File: src/rtl/uart_msg_pkg.sv
// rtl/uart_msg_pkg.sv - message states and ASCII constants for the hex message generator
package uart_msg_pkg;

    typedef enum logic [2:0] {
        IDLE,
        PFX0,
        PFX1,
        HEX,
        CR,
        LF
    } msg_state_t;

    localparam logic [7:0] ASC_0  = 8'h30;
    localparam logic [7:0] ASC_X  = 8'h78;
    localparam logic [7:0] ASC_UA = 8'h41;
    localparam logic [7:0] ASC_LA = 8'h61;
    localparam logic [7:0] ASC_CR = 8'h0D;
    localparam logic [7:0] ASC_LF = 8'h0A;

endpackage

File: src/rtl/hex_nibble_to_ascii.sv
// rtl/hex_nibble_to_ascii.sv - combinational 4-bit nibble to ASCII hex digit
module hex_nibble_to_ascii
    import uart_msg_pkg::*;
#(
    parameter bit UPPERCASE = 1'b1
) (
    input  logic [3:0] nibble,
    output logic [7:0] ascii
);

    localparam logic [7:0] ALPHA_BASE = UPPERCASE ? ASC_UA : ASC_LA;

    always_comb begin
        if (nibble < 4'd10) begin
            ascii = ASC_0 + {4'h0, nibble};
        end else begin
            ascii = ALPHA_BASE + {4'h0, nibble} - 8'd10;
        end
    end

endmodule

File: src/rtl/uart_hex_msg_gen.sv
// rtl/uart_hex_msg_gen.sv - serialises a binary word as an ASCII hex message on a byte stream
module uart_hex_msg_gen
    import uart_msg_pkg::*;
#(
    parameter int DATA_WIDTH = 32,
    parameter bit PREFIX_EN  = 1'b1,
    parameter bit EOL_EN     = 1'b1,
    parameter bit UPPERCASE  = 1'b1,
    parameter int CNT_WIDTH  = 16
) (
    input  logic                  aclk,
    input  logic                  areset,
    input  logic [DATA_WIDTH-1:0] req_data,
    input  logic                  req_valid,
    output logic                  req_ready,
    output logic [7:0]            char_data,
    output logic                  char_valid,
    input  logic                  char_ready,
    output logic                  busy,
    output logic [CNT_WIDTH-1:0]  msg_count
);

    localparam int NIBBLES = DATA_WIDTH / 4;
    localparam int IDX_W   = (NIBBLES > 1) ? $clog2(NIBBLES) : 1;
    localparam logic [IDX_W-1:0] IDX_TOP = IDX_W'(NIBBLES - 1);

    msg_state_t            state, state_nxt;
    logic [DATA_WIDTH-1:0] shadow, shadow_nxt;
    logic [IDX_W-1:0]      idx, idx_nxt;
    logic [3:0]            nibble_nxt;
    logic [7:0]            hex_char;
    logic [7:0]            char_nxt;
    logic                  msg_done;

    assign req_ready  = (state == IDLE);
    assign busy       = (state != IDLE);
    assign char_valid = busy;

    // The character register is loaded from the *next* state so the byte is
    // already on char_data in the first cycle of every state.
    assign nibble_nxt = 4'(shadow_nxt >> {idx_nxt, 2'b00});

    hex_nibble_to_ascii #(
        .UPPERCASE(UPPERCASE)
    ) u_hex (
        .nibble(nibble_nxt),
        .ascii (hex_char)
    );

    always_comb begin
        state_nxt  = state;
        shadow_nxt = shadow;
        idx_nxt    = idx;
        msg_done   = 1'b0;
        case (state)
            IDLE: begin
                if (req_valid) begin
                    shadow_nxt = req_data;
                    idx_nxt    = IDX_TOP;
                    state_nxt  = PREFIX_EN ? PFX0 : HEX;
                end
            end
            PFX0: if (char_ready) state_nxt = PFX1;
            PFX1: if (char_ready) state_nxt = HEX;
            HEX: begin
                if (char_ready) begin
                    if (idx != '0) begin
                        idx_nxt = idx - 1'b1;
                    end else if (EOL_EN) begin
                        state_nxt = CR;
                    end else begin
                        state_nxt = IDLE;
                        msg_done  = 1'b1;
                    end
                end
            end
            CR: if (char_ready) state_nxt = LF;
            LF: begin
                if (char_ready) begin
                    state_nxt = IDLE;
                    msg_done  = 1'b1;
                end
            end
            default: state_nxt = IDLE;
        endcase
    end

    always_comb begin
        char_nxt = 8'h00;
        case (state_nxt)
            PFX0:    char_nxt = ASC_0;
            PFX1:    char_nxt = ASC_X;
            HEX:     char_nxt = hex_char;
            CR:      char_nxt = ASC_CR;
            LF:      char_nxt = ASC_LF;
            default: char_nxt = 8'h00;
        endcase
    end

    always_ff @(posedge aclk) begin
        if (areset) begin
            state     <= IDLE;
            shadow    <= '0;
            idx       <= '0;
            char_data <= 8'h00;
            msg_count <= '0;
        end else begin
            state     <= state_nxt;
            shadow    <= shadow_nxt;
            idx       <= idx_nxt;
            char_data <= char_nxt;
            msg_count <= msg_count + CNT_WIDTH'(msg_done);
        end
    end

endmodule

File: config.mk
export PLATFORM = sky130hd
export DESIGN_NAME = uart_hex_msg_gen
export DESIGN_NICKNAME = d
export VERILOG_FILES = /design/src/rtl/uart_msg_pkg.sv /design/src/rtl/hex_nibble_to_ascii.sv /design/src/rtl/uart_hex_msg_gen.sv
export SDC_FILE = /design/constraint.sdc
export NUM_CORES = 1
export LEC_CHECK = 0
export CAP_MARGIN = 10
export CORE_ASPECT_RATIO = 1.5
export CORE_MARGIN = 1
export CORE_UTILIZATION = 45
export DETAILED_ROUTE_END_ITERATION = 12
export PLACE_DENSITY = 0.85
export SLEW_MARGIN = 20
export SYNTH_ARGS = -nofsm -noshare
export SYNTH_HDL_FRONTEND = slang
export SYNTH_SLANG_ARGS = --single-unit
File: constraint.sdc
create_clock -name aclk -period 2.6 [get_ports aclk]
set_input_delay 0.39 -clock aclk [delete_from_list [all_inputs] [get_ports aclk]]
set_output_delay 0.39 -clock aclk [all_outputs]
set_load 0.05 [all_outputs]
# After elaboration in Yosys (flattened, before gate mapping)
# Cells that the tools add are included.
# word_totals
ff_bits	62
out_inout_bits	27
wordCells	43
# classes
n_addsub	5
magnitude_cmp	1
eq_ne	10
n_shift	1
n_mux	18
n_reduce_logical	3
# ops
operator	n
two-way mux 32 bit	2
one-hot mux 8 bit (5 select lines)	1
right shift 32 x 5 -> 4 bit	1
two-way mux 3 bit	10
one-hot mux 3 bit (6 select lines)	1
adder 16 x 1 -> 16 bit	1
== test 3 x 2 -> 1 bit (second input constant)	4
== test 3 bit (second input constant)	4
adder 7 x 4 -> 8 bit (first input constant)	1
two-way mux 8 bit	1
subtractor 8 x 4 -> 8 bit (second input constant)	1
adder 6 x 4 -> 7 bit (first input constant)	1
== test 3 x 1 -> 1 bit (second input constant)	2
one-hot mux 3 bit (2 select lines)	1
nonzero test 3 bit	2
less-than comparator 4 bit (second input constant)	1
logical NOT 3 bit	1
subtractor 3 x 1 -> 3 bit (second input constant)	1
two-way mux 1 bit	2

# Logic depth before layout (Yosys ltp)
# logic_depth
depth_word	9
mapped_depth	14
depth_no_buf	14

# Hierarchy
# A second synthesis with hierarchy kept.
# unflattened
hier_cells	371
hier_area_um2	3031.7
# by_module_without_submodules
mod	n_inst	cells_per_inst	area_each_um2	seq_area_each_um2
uart_hex_msg_gen	1	355	2926.6	1241.2
hex_nibble_to_ascii	1	16	105.1	0.0

# Worst setup path before layout
# OpenSTA, ideal clock, no wires.
# synth_timing
path_type	register -> output
from	reg state[1]
to	out char_valid
arrival_ns	2.697
required_ns	2.210
slack_ns	-0.487
path_stages_with_launch	5
n_path_buf	2
path_cell_list	dfxtp_1 > clkbuf_1 > nor3_1 > inv_1 > buf_4
# synth_between
elab_chain_len	1
# synth_lines
item	line_no	rtl
start: declaration	uart_hex_msg_gen.sv:27	msg_state_t state, state_nxt;
start signal: assignment	uart_hex_msg_gen.sv:108	state <= state_nxt;
nonzero test 3 bit	uart_hex_msg_gen.sv:36	assign busy = (state != IDLE);
end: declaration	uart_hex_msg_gen.sv:17	output logic char_valid,
# No other way between the ends.

# Worst setup path after layout
# layout_timing
from	reg state[1]
to	reg char_data[2]
# layout_between
elab_chain_len	7
word_cells_on_any_way	28
# layout_lines
item	line_no	rtl
== test 3 x 2 -> 1 bit or logical NOT 3 bit (tied branches)	uart_hex_msg_gen.sv:55	case (state)
one-hot mux 3 bit (2 select lines) or two-way mux 32 bit (tied branches)	uart_hex_msg_gen.sv:55	
right shift 32 x 5 -> 4 bit	uart_hex_msg_gen.sv:41	assign nibble_nxt = 4'(shadow_nxt >> {idx_nxt, 2'b00});
adder 7 x 4 -> 8 bit	hex_nibble_to_ascii.sv:17	ascii = ALPHA_BASE + {4'h0, nibble} - 8'd10;
subtractor 8 x 4 -> 8 bit	hex_nibble_to_ascii.sv:17	
two-way mux 8 bit	hex_nibble_to_ascii.sv:14	if (nibble < 4'd10) begin
one-hot mux 8 bit (5 select lines) (*)	uart_hex_msg_gen.sv:90	case (state_nxt)
end signal: assignment	uart_hex_msg_gen.sv:111	char_data <= char_nxt;
end: declaration	uart_hex_msg_gen.sv:16	output logic [7:0] char_data,
# Mark *: on every way between the ends. The rest lies on a longest branch, timed or not.
# A chain may end at the register's enable or synchronous reset.

==> results.py <==
metrics = {
    "cts": {
        "clk_path_buf_depth": 2,
        "cts_tree": "built",
        "clock_sinks": 61,
        "clkLatencyLatePin_ns": 0.35,
        "numCtsBuffers": 9,
        "clk_pin_slew_ns": 0.07,
        "htreeDepth": 3,
        "root_buffer": "clkbuf_8",
    },
    "timing": {
        "setup_tns_ns": -0.04767,
        "hold_viol": 0,
        "fin_hold_ws_ns": 0.3952,
        "worstMarginPinSlew_ns": 0.7976,
        "rsz0062_at_grt": "yes",
        "fin_ws_ns": -0.04228,
        "slew_headroom": 0.4545,
        "max_freq_mhz": 378.5,
        "finalCriticalPeriod_ns": 2.642,
        "slew_violations": 0,
        "fin_crit_sh": 1.016,
        "setup_viol": 2,
        "fin_skew_ns": 0.008650,
    },
    "yosys": {
        "synth_area_um2": 3256,
        "synth_area_per_cell_um2": 8.099,
        "synthFlopType": "dfxtp_1",
        "synth-seq-area-share": 0.3751,
        "ys_ff_latch": 61,
        "syn-num-nets": 443,
        "ys_types": 62,
        "yosys_warnings": 0,
        "synth-async-reset-ratio": 0,
        "synth_cells": 402,
        "synth-edff-count": 0,
    },
    "hold_path": {
        "hold_depth": 2,
        "hold_end": "state[2]",
        "hp-class": "input port to flop",
        "min_from": "areset",
    },
    "final_layout": {
        "num-fill-cells": 529,
        "drive_gt1_frac": 0.2525,
        "layout.nets": 539,
        "antenna_cells": 0,
        "final_cells": 581,
        "area_delta_synth_final_pct": 44.66,
    },
    "grt": {
        "grt_usage": 0.2380,
        "grt_pass1_wl_mm": 14.06,
        "first_global_vias": 3174,
        "grt_use_met1": 0.2267,
        "grtUsageMet2": 0.4537,
        "grt_max_degree": 44,
        "grt_overflow": 0,
        "antenna_found_initial": 0,
        "busiest_layer": "met2",
        "grt_use_met3": 0.04550,
    },
    "die": {
        "die_w_um": 71.45,
        "pin_count": 63,
        "initial_utilization": 0.4688,
        "die_y_um": 106.2,
        "dieArea_um2": 7586,
        "core.rowCount": 37,
        "core_um2": 6944,
    },
    "detailed_routing": {
        "ant_nets": 0,
        "num_vias": 3322,
        "wl_per_cell_um": 16.98,
        "dr.pass1.iters": 4,
        "wirelength_mm": 9.864,
        "drtIter0Drc": 189,
        "drc": 0,
        "via_per_inst": 5.718,
    },
    "critical_path": {
        "r2r-start": "state[1]",
        "reg2reg_depth": 12,
        "arrival_ns": 2.93,
        "cp_max_fo": 4,
        "critPathRequiredTime_ns": 2.89,
        "r2r_slack_ns": -0.04,
        "crit_start": "state[1]",
        "critPathLaunchType": "flop",
        "worst-setup-path-type": "flop to flop",
        "end_kind": "flop",
        "r2r-end": "char_data[2]",
    },
    "pwr": {
        "leakage_nw": 1.889,
        "ir_drop_mv": 0.3817,
        "p_int_w": 0.002023,
        "switching_share": 0.3014,
        "combPwrFrac": 0.292,
        "powerDensity_nw_per_um2": 614.8,
        "switchingPower_w": 0.0008726,
        "clkPwrFrac": 0.352,
        "finalPower_w": 0.002895,
        "p_seq_frac": 0.356,
    },
    "status": {
        "violations": "negative setup slack",
        "status": "complete, but fails checks",
    },
    "run": {
        "maxCapViolCount": 0,
    },
    "placement": {
        "gp_congestion": 0.9399,
        "dp_hpwl_mm": 6.382,
        "place_inst": 558,
        "port_buffers": 61,
    },
}
[worst max path at each step]
stage                         endpoint  slack (ns)  depth (start not counted)
after global routing      char_data[2]       -0.16                         15
after detailed placement  char_data[2]       -0.54                         12
final                     char_data[2]       -0.04                         12
after global placement    char_data[2]       -0.45                         12
after floorplan           char_data[2]        0.04                         14
after CTS                 char_data[2]       -0.04                         13
[cell families (layout without fill, tap and decap cells)]
logic type                 count (synthesis)  in the layout  share of synthesized area
adders and majority gates                  5              5                    0.01922
and+or+nand+nor                          169            169                     0.2425
other                                      1              1                   0.001152
buffers and inverters                     38            139                    0.06764
xor gates and xnor gates                  14             14                    0.03766
AOI/OAI and AO/OA                         92             92                     0.1860
DFF                                       61             61                     0.3751
muxes                                     22             22                    0.07071
[power groups by stage]
stage	sequential [W]	clock, W	combinational, W
2_1_floorplan	0.00105	0	0.000415
3_3_place_gp	0.00104	0	0.000655
3_5_place_dp	0.00104	0	0.000670
4_1_cts	0.00102	0.00102	0.000708
5_1_grt	0.00104	0.00107	0.000899
6_report	0.00103	0.00102	0.000846
[registers in the layout, summed over array words and instances, names as in the netlist]
register	count
shadow	32
msg_count	16
char_data	7
idx	3
state	3
[cell usage in the layout, fill, tap and decap left out, types with 3 or more instances in the layout]
cell type	count
clkinv_2	3
o21ai_2	4
nor3_1	4
buf_12	3
buf_6	3
nand2b_1	3
nand2_1	79
a211oi_1	4
clkdlybuf4s50_1	58
ha_4	3
and3_1	3
nor2_1	31
a21oi_1	42
nor2b_1	3
clkbuf_8	9
nand3_1	19
dfxtp_2	4
o21a_1	3
mux2_2	4
bufinv_16	3
xor2_1	12
o22ai_1	4
and3_2	3
o21ai_0	8
mux2i_1	15
dfxtp_1	56
inv_1	5
buf_4	47
nor2_2	4
[synthesized netlist by cell type, types with 2 or more instances]
library cell	number	area, µm²
a211oi_1	6	45.04
nand2b_1	4	25.02
clkbuf_1	17	63.81
a2111oi_0	2	17.52
nor2_1	34	127.6
dfxtp_1	61	1221
o211ai_1	2	15.01
nand3_1	20	100.1
o21ai_1	2	10.01
xor2_1	12	105.1
o21a_1	3	22.52
xnor2_1	2	17.52
and3_1	4	25.02
mux2_2	4	45.04
o21ai_2	2	17.52
o22ai_1	5	31.28
buf_4	3	22.52
inv_1	8	30.03
or3_1	2	12.51
buf_6	5	56.30
nand2_1	80	300.3
buf_2	2	10.01
a21boi_0	2	15.01
ha_1	5	62.56
and3_2	2	15.01
mux2i_1	17	170.2
a31o_2	2	17.52
o21ai_0	10	50.05
a21oi_1	43	215.2
nand4_1	2	12.51
nor3_1	5	25.02
nor2b_1	4	25.02
[metrics by stage]
step | utilization | area, µm² | setup slack [ns]
6_report | 0.6782 | 4710 | -0.04228
5_1_grt | 0.6782 | 4710 | -0.1611
4_1_cts | 0.6449 | 4478 | -0.03853
3_5_place_dp | 0.5993 | 4161 | -0.5401
3_3_place_gp | 0.5993 | 4161 | -0.4460
2_1_floorplan | - | 3274 | 0.03680
[routing by layer]
| metal | part of all wire | routed length (µm) | vias up |
|---|---|---|---|
| met1 | 0.37 | 3693 | 1596 |
| met4 | 0.051 | 503 | 0 |
| met2 | 0.53 | 5240 | 105 |
| met3 | 0.043 | 426 | 39 |
| li1 | - | - | 1582 |
| met5 | 0 | 0 | - |
[worst max-delay path: stages, from the launching register on]
cell and delay (ns):
dfxtp_2 0.36, buf_6 0.12, and4b_2 0.28, nand3_2 0.14
o21ai_4 0.14, mux2_2 0.36, o211ai_1 0.17, o311a_1 0.31
ha_4 0.17, inv_2 0.03, nor2_2 0.09, mux2_4 0.31
o21ai_2 0.10
[cell type report]
type / count / area (µm²) / share of cell area
Clock buffer: 9 / 123.9 / 0.02630
Clock inverter: 7 / 113.9 / 0.02418
Inverter: 8 / 35.03 / 0.007439
Multi-Input combinational cell: 303 / 2023 / 0.4296
Sequential cell: 61 / 1230 / 0.2612
Tap cell: 78 / 97.59 / 0.02072
Timing Repair Buffer: 115 / 1086 / 0.2306
[what timing repair did]
item | in CTS | in global routing
cloned | 1 | 0
setup buffers | 1 | 6
endpoints found under the setup margin | 7 | 7
resized for setup | 15 | 39
pin swaps | 4 | 13
hold buffers | 0 | 0
endpoints found under the hold margin | 0 | 0
(Power assumes the default switching activity.)
